**src/rtl/mem_xfer_master.sv**
```systemverilog
// Multi-word load/store sequencer for the 64x16 memory port.
// Walks an 8-bit register mask lowest-index first. For each set bit it issues one
// active-low read or write strobe at consecutive memory addresses and moves the word
// between the memory and the register file.
module mem_xfer_master #(
  parameter int unsigned ADDR_W = 6,
  parameter int unsigned DATA_W = 16,
  parameter int unsigned NREG   = 8,
  parameter int unsigned IDX_W  = 3
) (
  input  logic              clk,
  input  logic              proc_rst,
  input  logic              start,
  input  logic              op,
  input  logic [ADDR_W-1:0] base_addr,
  input  logic [NREG-1:0]   reg_mask,
  output logic              busy,
  output logic              done,
  output logic [IDX_W-1:0]  rf_raddr,
  input  logic [DATA_W-1:0] rf_rdata,
  output logic              rf_we,
  output logic [IDX_W-1:0]  rf_waddr,
  output logic [DATA_W-1:0] rf_wdata,
  output logic [ADDR_W-1:0] mem_addr,
  output logic [DATA_W-1:0] mem_wdata,
  output logic              mem_write_n,
  output logic              mem_read_n,
  input  logic [DATA_W-1:0] mem_rdata
);

  typedef enum logic [1:0] {StIdle, StSetup, StStrobe, StDone} state_e;

  state_e              state_q;
  logic                op_q;
  logic [ADDR_W-1:0]   cur_addr_q;
  logic [NREG-1:0]     rem_mask_q;
  logic [IDX_W-1:0]    idx;
  logic [NREG-1:0]     rem_mask_clr;

  // Priority encoder: lowest set bit of the remaining mask wins.
  always_comb begin
    idx = '0;
    for (int i = int'(NREG) - 1; i >= 0; i--) begin
      if (rem_mask_q[i]) idx = IDX_W'(i);
    end
    rem_mask_clr = rem_mask_q & ~(NREG'(1) << idx);
  end

  assign rf_raddr = idx;
  assign busy     = (state_q != StIdle);

  // Sequencer FSM; every memory-side and RF-side output is registered here.
  always_ff @(posedge clk) begin
    if (proc_rst) begin
      state_q     <= StIdle;
      op_q        <= 1'b0;
      cur_addr_q  <= '0;
      rem_mask_q  <= '0;
      done        <= 1'b0;
      rf_we       <= 1'b0;
      rf_waddr    <= '0;
      rf_wdata    <= '0;
      mem_addr    <= '0;
      mem_wdata   <= '0;
      mem_write_n <= 1'b1;
      mem_read_n  <= 1'b1;
    end else begin
      done  <= 1'b0;
      rf_we <= 1'b0;
      case (state_q)
        StIdle: begin
          if (start) begin
            op_q       <= op;
            cur_addr_q <= base_addr;
            rem_mask_q <= reg_mask;
            if (reg_mask != '0) begin
              state_q <= StSetup;
            end else begin
              state_q <= StDone;
              done    <= 1'b1;
            end
          end
        end
        StSetup: begin
          mem_addr <= cur_addr_q;
          if (op_q) begin
            mem_wdata   <= rf_rdata;
            mem_write_n <= 1'b0;
          end else begin
            mem_read_n <= 1'b0;
          end
          state_q <= StStrobe;
        end
        StStrobe: begin
          // Memory acted on the negedge inside this cycle; release the strobe now.
          mem_write_n <= 1'b1;
          mem_read_n  <= 1'b1;
          rem_mask_q  <= rem_mask_clr;
          cur_addr_q  <= cur_addr_q + ADDR_W'(1);
          if (!op_q) begin
            rf_we    <= 1'b1;
            rf_waddr <= idx;
            rf_wdata <= mem_rdata;
          end
          if (rem_mask_clr != '0) begin
            state_q <= StSetup;
          end else begin
            state_q <= StDone;
            done    <= 1'b1;
          end
        end
        StDone: begin
          state_q <= StIdle;
        end
        default: begin
          state_q <= StIdle;
        end
      endcase
    end
  end

endmodule

```
**config.mk**
```make
export PLATFORM = sky130hd
export DESIGN_NAME = mem_xfer_master
export DESIGN_NICKNAME = d
export VERILOG_FILES = /design/src/rtl/mem_xfer_master.sv
export SDC_FILE = /design/constraint.sdc
export NUM_CORES = 1
export LEC_CHECK = 0
export CAP_MARGIN = 40
export CORE_ASPECT_RATIO = 1.1
export CORE_UTILIZATION = 35
export CTS_CLUSTER_DIAMETER = 50
export CTS_CLUSTER_SIZE = 10
export DETAILED_ROUTE_END_ITERATION = 7
export GPL_TIMING_DRIVEN = 0
export PLACE_DENSITY_LB_ADDON = 0.2
export SLEW_MARGIN = 20
export SYNTH_ARGS = -nofsm -noshare
export SYNTH_HDL_FRONTEND = slang
export SYNTH_SLANG_ARGS = --single-unit
```
**constraint.sdc**
```tcl
create_clock -name clk -period 4.97 [get_ports clk]
set_input_delay 0.994 -clock clk [delete_from_list [all_inputs] [get_ports clk]]
set_output_delay 0.994 -clock clk [all_outputs]
set_load 0.1 [all_outputs]
```
=== Yosys cells after proc, flatten, opt, wreduce, memory -nomap -nowiden ===
Index checks and enable logic that the tools add are counted.
W data, S select, Z words.

* Flip-flop bits (word level): 62
* Input bits: 50
* Output and inout bits: 49
* Word-level logic and storage cells: 62

* Add/sub/neg operators: 1
* Equal/unequal tests: 6
* Shift-type cells: 1
* Muxes and demuxes: 25
* Bitwise gates (word level): 4
* Reduce and logical (&&, ||, !) cells: 13

{| class="wikitable"
|+ Operators with widths
! cell !! number
|-
| $mux W3 || 8
|-
| $pmux W8 S2 || 1
|-
| $reduce_bool A8 Y1 || 2
|-
| $pmux W6 S2 || 1
|-
| $reduce_and A2 Y1 || 6
|-
| $and A8 B8 Y8 || 1
|-
| $mux W8 || 1
|-
| $not A8 Y8 || 1
|-
| $pmux W2 S4 || 1
|-
| $shl A1 B3 Y8 const A || 1
|-
| $add A6 B1 Y6 const B || 1
|-
| $mux W1 || 6
|-
| $mux W2 || 3
|-
| $mux W6 || 1
|-
| $ne A2 B2 Y1 const B || 3
|-
| $pmux W1 S2 || 3
|-
| $reduce_bool A2 Y1 || 3
|-
| $eq A2 B2 Y1 const B || 2
|-
| $eq A2 B1 Y1 const B || 1
|-
| $logic_not A2 Y1 || 1
|-
| $not A1 Y1 || 2
|-
| $reduce_or A2 Y1 || 1
|}

=== Depth between registers and ports, before layout ===
Gate-level depths: netlist of run 1.

* Depth after elaboration: 14
* Gate-level depth with buffers: 8
* Gate-level depth less buffers: 5

=== Worst setup path after synthesis of run 1 ===
No wires, ideal clock.

* Kind: register to output
* From: register rem_mask_q[4]
* To: output port rf_raddr[1]
* Arrival time: 2.987 ns
* Path slack: 0.989 ns
* Stages on the path, launching flop included: 5
* Buffers on the path: 1
* Cells stage by stage: dfxtp_1 clkbuf_1 nor2_1 o21ai_0 a211oi_1

* Longest elaborated chain between the ends: 5

{| class="wikitable"
|+ Ends and longest elaborated chain
! element !! line !! text
|-
| from (decl) || 36 || <nowiki>logic [NREG-1:0] rem_mask_q;</nowiki>
|-
| from (signal assigned) || 75 || <nowiki>rem_mask_q <= reg_mask;</nowiki>
|-
| from (signal assigned) || 98 || <nowiki>rem_mask_q <= rem_mask_clr;</nowiki>
|-
| $mux W3 (5 in series) || 44 || <nowiki>if (rem_mask_q[i]) idx = IDX_W'(i);</nowiki>
|-
| to (decl) || 19 || <nowiki>output logic [IDX_W-1:0] rf_raddr,</nowiki>
|}

Every way passes these cells.

=== Worst setup path after layout of run 1 ===
* From: register rem_mask_q[1]
* To: output port rf_raddr[2]

* Longest elaborated chain between the ends: 2

{| class="wikitable"
|+ Ends and longest elaborated chain
! element !! line
|-
| $mux W3 (2 in series) || 44
|}

Every way passes these cells.

==> out/results.tsv, run 1 <==
metric	value	unit
synth-compound-area-share	20.4	%
worstSetupEndpointType	output port	
synth_edf_count	0	
avgRoutedWirePerCell	14.5	um
ys.flop_type	dfxtp_1	
layout-drive-gt1-share	15.8	%
synth_cell_types	42	
cp_cell_sequence	buf_4, or4_4, a21oi_1, clkdlybuf4s50_1, buf_8	
insertedDiodeCount	0	
grt_pass1_vias	2948	
cts_buffers	9	
vias	2919	
met3WireLength	387	um
rsz0062_at_grt	no	
path_buf_inv	3	
overflow	0	
syn_to_final_growth	83.7	%
setup_viol	0	
slew_headroom	56.9	%
maxUsedRoutingLayer	met4	
wl_met1	3480	um
syn_area	2580	um^2
worst_slew_pin_slew	0.644	ns
fmax	298	MHz
cellLeakagePower	1.78	nW
synth_fa_ha_area_share	0.874	%
wirelength	8430	um
synth.largest_area_cell	dfxtp_1	
cts.reportedPaths.clkPinSlew	0.07	ns
die_h	92.0	um
drtIter0Drc	151	
slew_violations	0	
async_flop_share	0	%
ys_ff_latch	62	
final_cell_mix	clkdlybuf4s50_1 (97), nand2_1 (86), dfxtp_1 (62)	
drc	10	
synth_top_family_by_area	simple AND/OR/NAND/NOR gates	
finalCriticalPeriod	3.36	ns
antenna_left	0	
status	finished with violations	
grtUsageTotal	23.2	%
nets	541	
yosys.area_share.simple	25.7	%
cts_tree	built	
clockRootBuffer	clkbuf_8	
core-area	7090	um^2
grt_antenna_before_repair	0	
htreeDepth	3	
tns	0	ns
grt_max_degree	13	
finalCritPeriodShare	67.5	%
yosysTopAreaCellShare	48.2	%
fp-row-count	32	
finalWorstSetupSlack	1.61	ns
yosysWarnings	0	
dieWidth	83.8	um
dieArea	7710	um^2
cts_num_sinks	62	
cp.required	3.98	ns
max_stage_delay	0.57	ns
path_delay_family	buffers and inverters	
synthTopCellsByArea	dfxtp_1 (48%), nand2_1 (13%), a21oi_1 (11%)	
drt_first_pass_iters	6	
synth_xor_area_share	0	%
grt_pass1_wl	13900	um
place_hpwl	6290	um
reg2reg_depth	8	
hp-class	reg -> reg	
syn-instance-count	333	
ir_worst_vdd	0.219	mV
ys_seq_area_share	48.2	%
final.fill_count	562	
place_ws	2.00	ns
synthesis.nets	384	
clkLatencyLatePin	0.33	ns
final_common_cell	clkdlybuf4s50_1	
cp-start-kind	flip-flop	
worst_path_max_delay_cell	clkdlybuf4s50_1	
maxCapViolCount	0	
skew	0.00714	ns
io_pins	99	
synth.avg_cell_area	7.74	um^2
power_per_cell_area	327	nW/um^2
start_util	36.4	%
path_class	reg -> out	
io_buffers	97	
ctsLongestPathBuffers	2	
violations	design-rule violations	
arrival	2.36	ns
synth_mux_area_share	0.388	%
routed-wl-met2	4360	um
path_max_fanout	10	
hold_viol	0	
hold_buffers	0	
cts_setup_buffers	0	
path_depth	5	
post_cts_resized	0	
holdPathStages	2	
gp_congestion	0.817	
via_per_inst	5.03	
tightest hold or removal path: cells and delay by family (launching register included):
family             cells  cell delay, ns
and+or+nand+nor        1            0.05
AOI/OAI and AO/OA      1            0.05
DFF                    1            0.31
sequential cells by signal, summed over array words and instances, names as in the netlist:
register	count
cur_addr_q	6
done	1
mem_write_n	1
rf_wdata	16
mem_addr	6
state_q	2
rf_we	1
op_q	1
rem_mask_q	8
mem_wdata	16
rf_waddr	3
mem_read_n	1
per-stage QoR:
step                      cell area [um^2]  std cells  power (mW)  hold WS [ns]  utilization [%]
after floorplan                       2580        333       0.874         0.441                -
after global placement                3650        515        1.00         0.441             51.6
after detailed placement              4530        564        1.10         0.446             63.9
after CTS                             4740        580        1.56         0.456             66.8
after global routing                  4740        580        1.62         0.475             66.8
final                                 4740        580        1.55         0.453             66.8
final cells by class:
type / count / area [um^2] / area share [%]
sequential: 62 / 1240 / 26.2
inverter: 2 / 7.51 / 0.159
timing repair buffer: 146 / 1840 / 38.9
clock inverter: 6 / 70.1 / 1.48
buffer: 24 / 108 / 2.27
multi-input combinational: 245 / 1220 / 25.8
clock buffer: 10 / 138 / 2.91
tap: 85 / 106 / 2.25
kinds of logic (layout without fill, tap and decap cells):
| family | Yosys count | count (layout) |
|---|---|---|
| buffers and inverters | 26 | 188 |
| AND/OR/NAND/NOR | 151 | 151 |
| AO/OA/AOI/OAI | 91 | 91 |
| adder cells (fa/ha/maj) | 2 | 2 |
| multiplexers | 1 | 1 |
| flip-flops | 62 | 62 |
report_power, final:
group	internal [mW]	switching [mW]	total (mW)
clock network	0.248	0.208	0.456
logic	0.215	0.326	0.540
registers	0.529	0.0254	0.555
path summary, 6_finish.rpt:
path                                     from       endpoint  slack (ns)
worst min-delay path             rf_wdata[13]   rf_wdata[13]        0.45
worst max register to register     state_q[0]  mem_wdata[13]        3.10
worst min register to register   rf_wdata[13]   rf_wdata[13]        0.45
worst max-delay path            rem_mask_q[1]    rf_raddr[2]        1.61
cell usage after synthesis, types with 3 or more instances:
master	count
nand3_1	4
a31oi_1	4
nor3b_1	4
a21oi_1	57
nand2_1	86
nor2_1	28
buf_2	5
nand2b_1	4
nor2b_1	7
dfxtp_1	62
clkbuf_1	16
a211oi_1	7
or2_2	3
nor3_1	5
o21ai_0	7
routing by layer:
layer | track usage, % | up-vias
met5 | 0 | -
met4 | 12.5 | 0
met3 | 4.41 | 16
met2 | 40.7 | 95
met1 | 26.6 | 1350
li1 | - | 1458
Note: power is estimated with default switching activity, not from simulation.
==> inputs of run 2 (changes only) <==
==> constraint.sdc (replaced) <==
create_clock -name clk -period 3.3 [get_ports clk]
set_input_delay 0.66 -clock clk [delete_from_list [all_inputs] [get_ports clk]]
set_output_delay 0.66 -clock clk [all_outputs]
set_load 0.1 [all_outputs]
==> out/results.tsv, run 2 (same netlist as run 1, synthesis figures left out) <==
metric	value	unit	change
status	finished with violations		
violations	design-rule violations		
syn_to_final_growth	85.4	%	
avgRoutedWirePerCell	14.5	um	-0.42%
worst_slew_pin_slew	0.625	ns	-0.0184 ns
cts_num_sinks	62		unchanged
final_common_cell	clkdlybuf4s50_1		
hold_viol	0		unchanged
grt_pass1_vias	2895		-1.8%
fp-row-count	32		unchanged
cellLeakagePower	1.80	nW	+1.4%
grt_max_degree	12		-1
start_util	36.4	%	unchanged
arrival	2.40	ns	+0.04 ns
cts_tree	built		
cp_cell_sequence	buf_6, or4_4, a21oi_1, clkdlybuf4s50_1, buf_16		
cp.required	2.64	ns	-1.34 ns
clockRootBuffer	clkbuf_8		
finalCriticalPeriod	3.06	ns	
drt_first_pass_iters	8		+2
worstSetupEndpointType	output port		
vias	2926		+0.24%
cp-start-kind	flip-flop		
final_cell_mix	clkdlybuf4s50_1 (97), nand2_1 (86), dfxtp_1 (62)		
clkLatencyLatePin	0.34	ns	about the same
fmax	327	MHz	
finalCritPeriodShare	92.7	%	
via_per_inst	5.04		+0.24%
gp_congestion	0.896		+9.6%
hold_buffers	0		unchanged
layout-drive-gt1-share	16.0	%	+0.20 points
max_stage_delay	0.61	ns	+0.04 ns
drc	7		-3
tns	0	ns	unchanged
io_buffers	97		unchanged
setup_viol	0		unchanged
post_cts_resized	0		unchanged
hp-class	reg -> reg		
cts_buffers	9		unchanged
power_per_cell_area	508	nW/um^2	+55%
grt_antenna_before_repair	0		unchanged
antenna_left	0		unchanged
die_h	92.0	um	unchanged
overflow	0		unchanged
wirelength	8390	um	-0.42%
power	2.43	mW	+57%
path_max_fanout	10		unchanged
cts_setup_buffers	0		unchanged
worst_path_max_delay_cell	clkdlybuf4s50_1		
dieWidth	83.8	um	unchanged
path_buf_inv	3		unchanged
drtIter0Drc	167		+11%
htreeDepth	3		unchanged
grt_pass1_wl	13800	um	-0.85%
io_pins	99		unchanged
place_hpwl	6170	um	-1.9%
core-area	7090	um^2	unchanged
maxCapViolCount	0		unchanged
cts.reportedPaths.clkPinSlew	0.07	ns	about the same
grtUsageTotal	22.9	%	-0.34 points
ctsLongestPathBuffers	2		unchanged
place_ws	0.619	ns	-1.38 ns
rsz0062_at_grt	no		
path_delay_family	buffers and inverters		
finalWorstSetupSlack	0.240	ns	-1.37 ns
nets	541		unchanged
reg.largest.list	mem_wdata x16, rf_wdata x16, rem_mask_q x8		
slew_headroom	58.2	%	+1.2 points
dieArea	7710	um^2	unchanged
ir_worst_vdd	0.269	mV	+23%
slew_violations	0		unchanged
path_class	reg -> out		
skew	0.00771	ns	+0.000562 ns
insertedDiodeCount	0		unchanged
[run 2: worst paths after layout]
check,from,endpoint,slack (ns),cells after the start
worst min register to register,rf_wdata[0],rf_wdata[0],0.45,2
worst max-delay path,rem_mask_q[0],rf_raddr[2],0.24,5
worst min-delay path,rf_wdata[0],rf_wdata[0],0.45,2
worst max register to register,state_q[0],mem_wdata[9],1.44,8
[run 2: per-layer routing]
layer  track usage [%]  share of wire (%)
met5                 0                  0
met4              9.48                2.1
met3              5.76                6.2
met2              39.5                 50
met1              27.0                 42
[run 2: area by class of cell]
| type | count | area [um^2] |
|---|---|---|
| fillers | 554 | 2310 |
| repair buffers | 146 | 1860 |
| multi-input cells | 245 | 1230 |
| plain buffers | 24 | 108 |
| clock buffers | 11 | 151 |
| well taps | 85 | 106 |
| flip-flops and latches | 62 | 1240 |
| clock inverters | 5 | 81.3 |
| inverters | 2 | 7.51 |
[run 2: report_power, final]
group          switching, mW  internal, mW  total [mW]
combinational          0.491         0.326       0.818
sequential            0.0378         0.797       0.835
clock                  0.309         0.466       0.775
[run 2: worst register-to-register path, cell delays in order (launching register included)]
cell and delay [ns]:
dfxtp_1 0.30, buf_2 0.18, nor2b_1 0.14, buf_2 0.20, and2_1 0.15, clkbuf_1 0.28
buf_2 0.29, nand2_1 0.09, a21oi_1 0.15
[run 2: metrics by stage]
step                util (%)  hold WS, ns  instances  area [um^2]
global placement        51.6        0.441        515         3660
detailed placement      64.1        0.445        564         4550
CTS                     67.4        0.455        580         4780
global route            67.4        0.472        580         4780
floorplan                  -        0.441        333         2580
finish                  67.4        0.453        580         4780
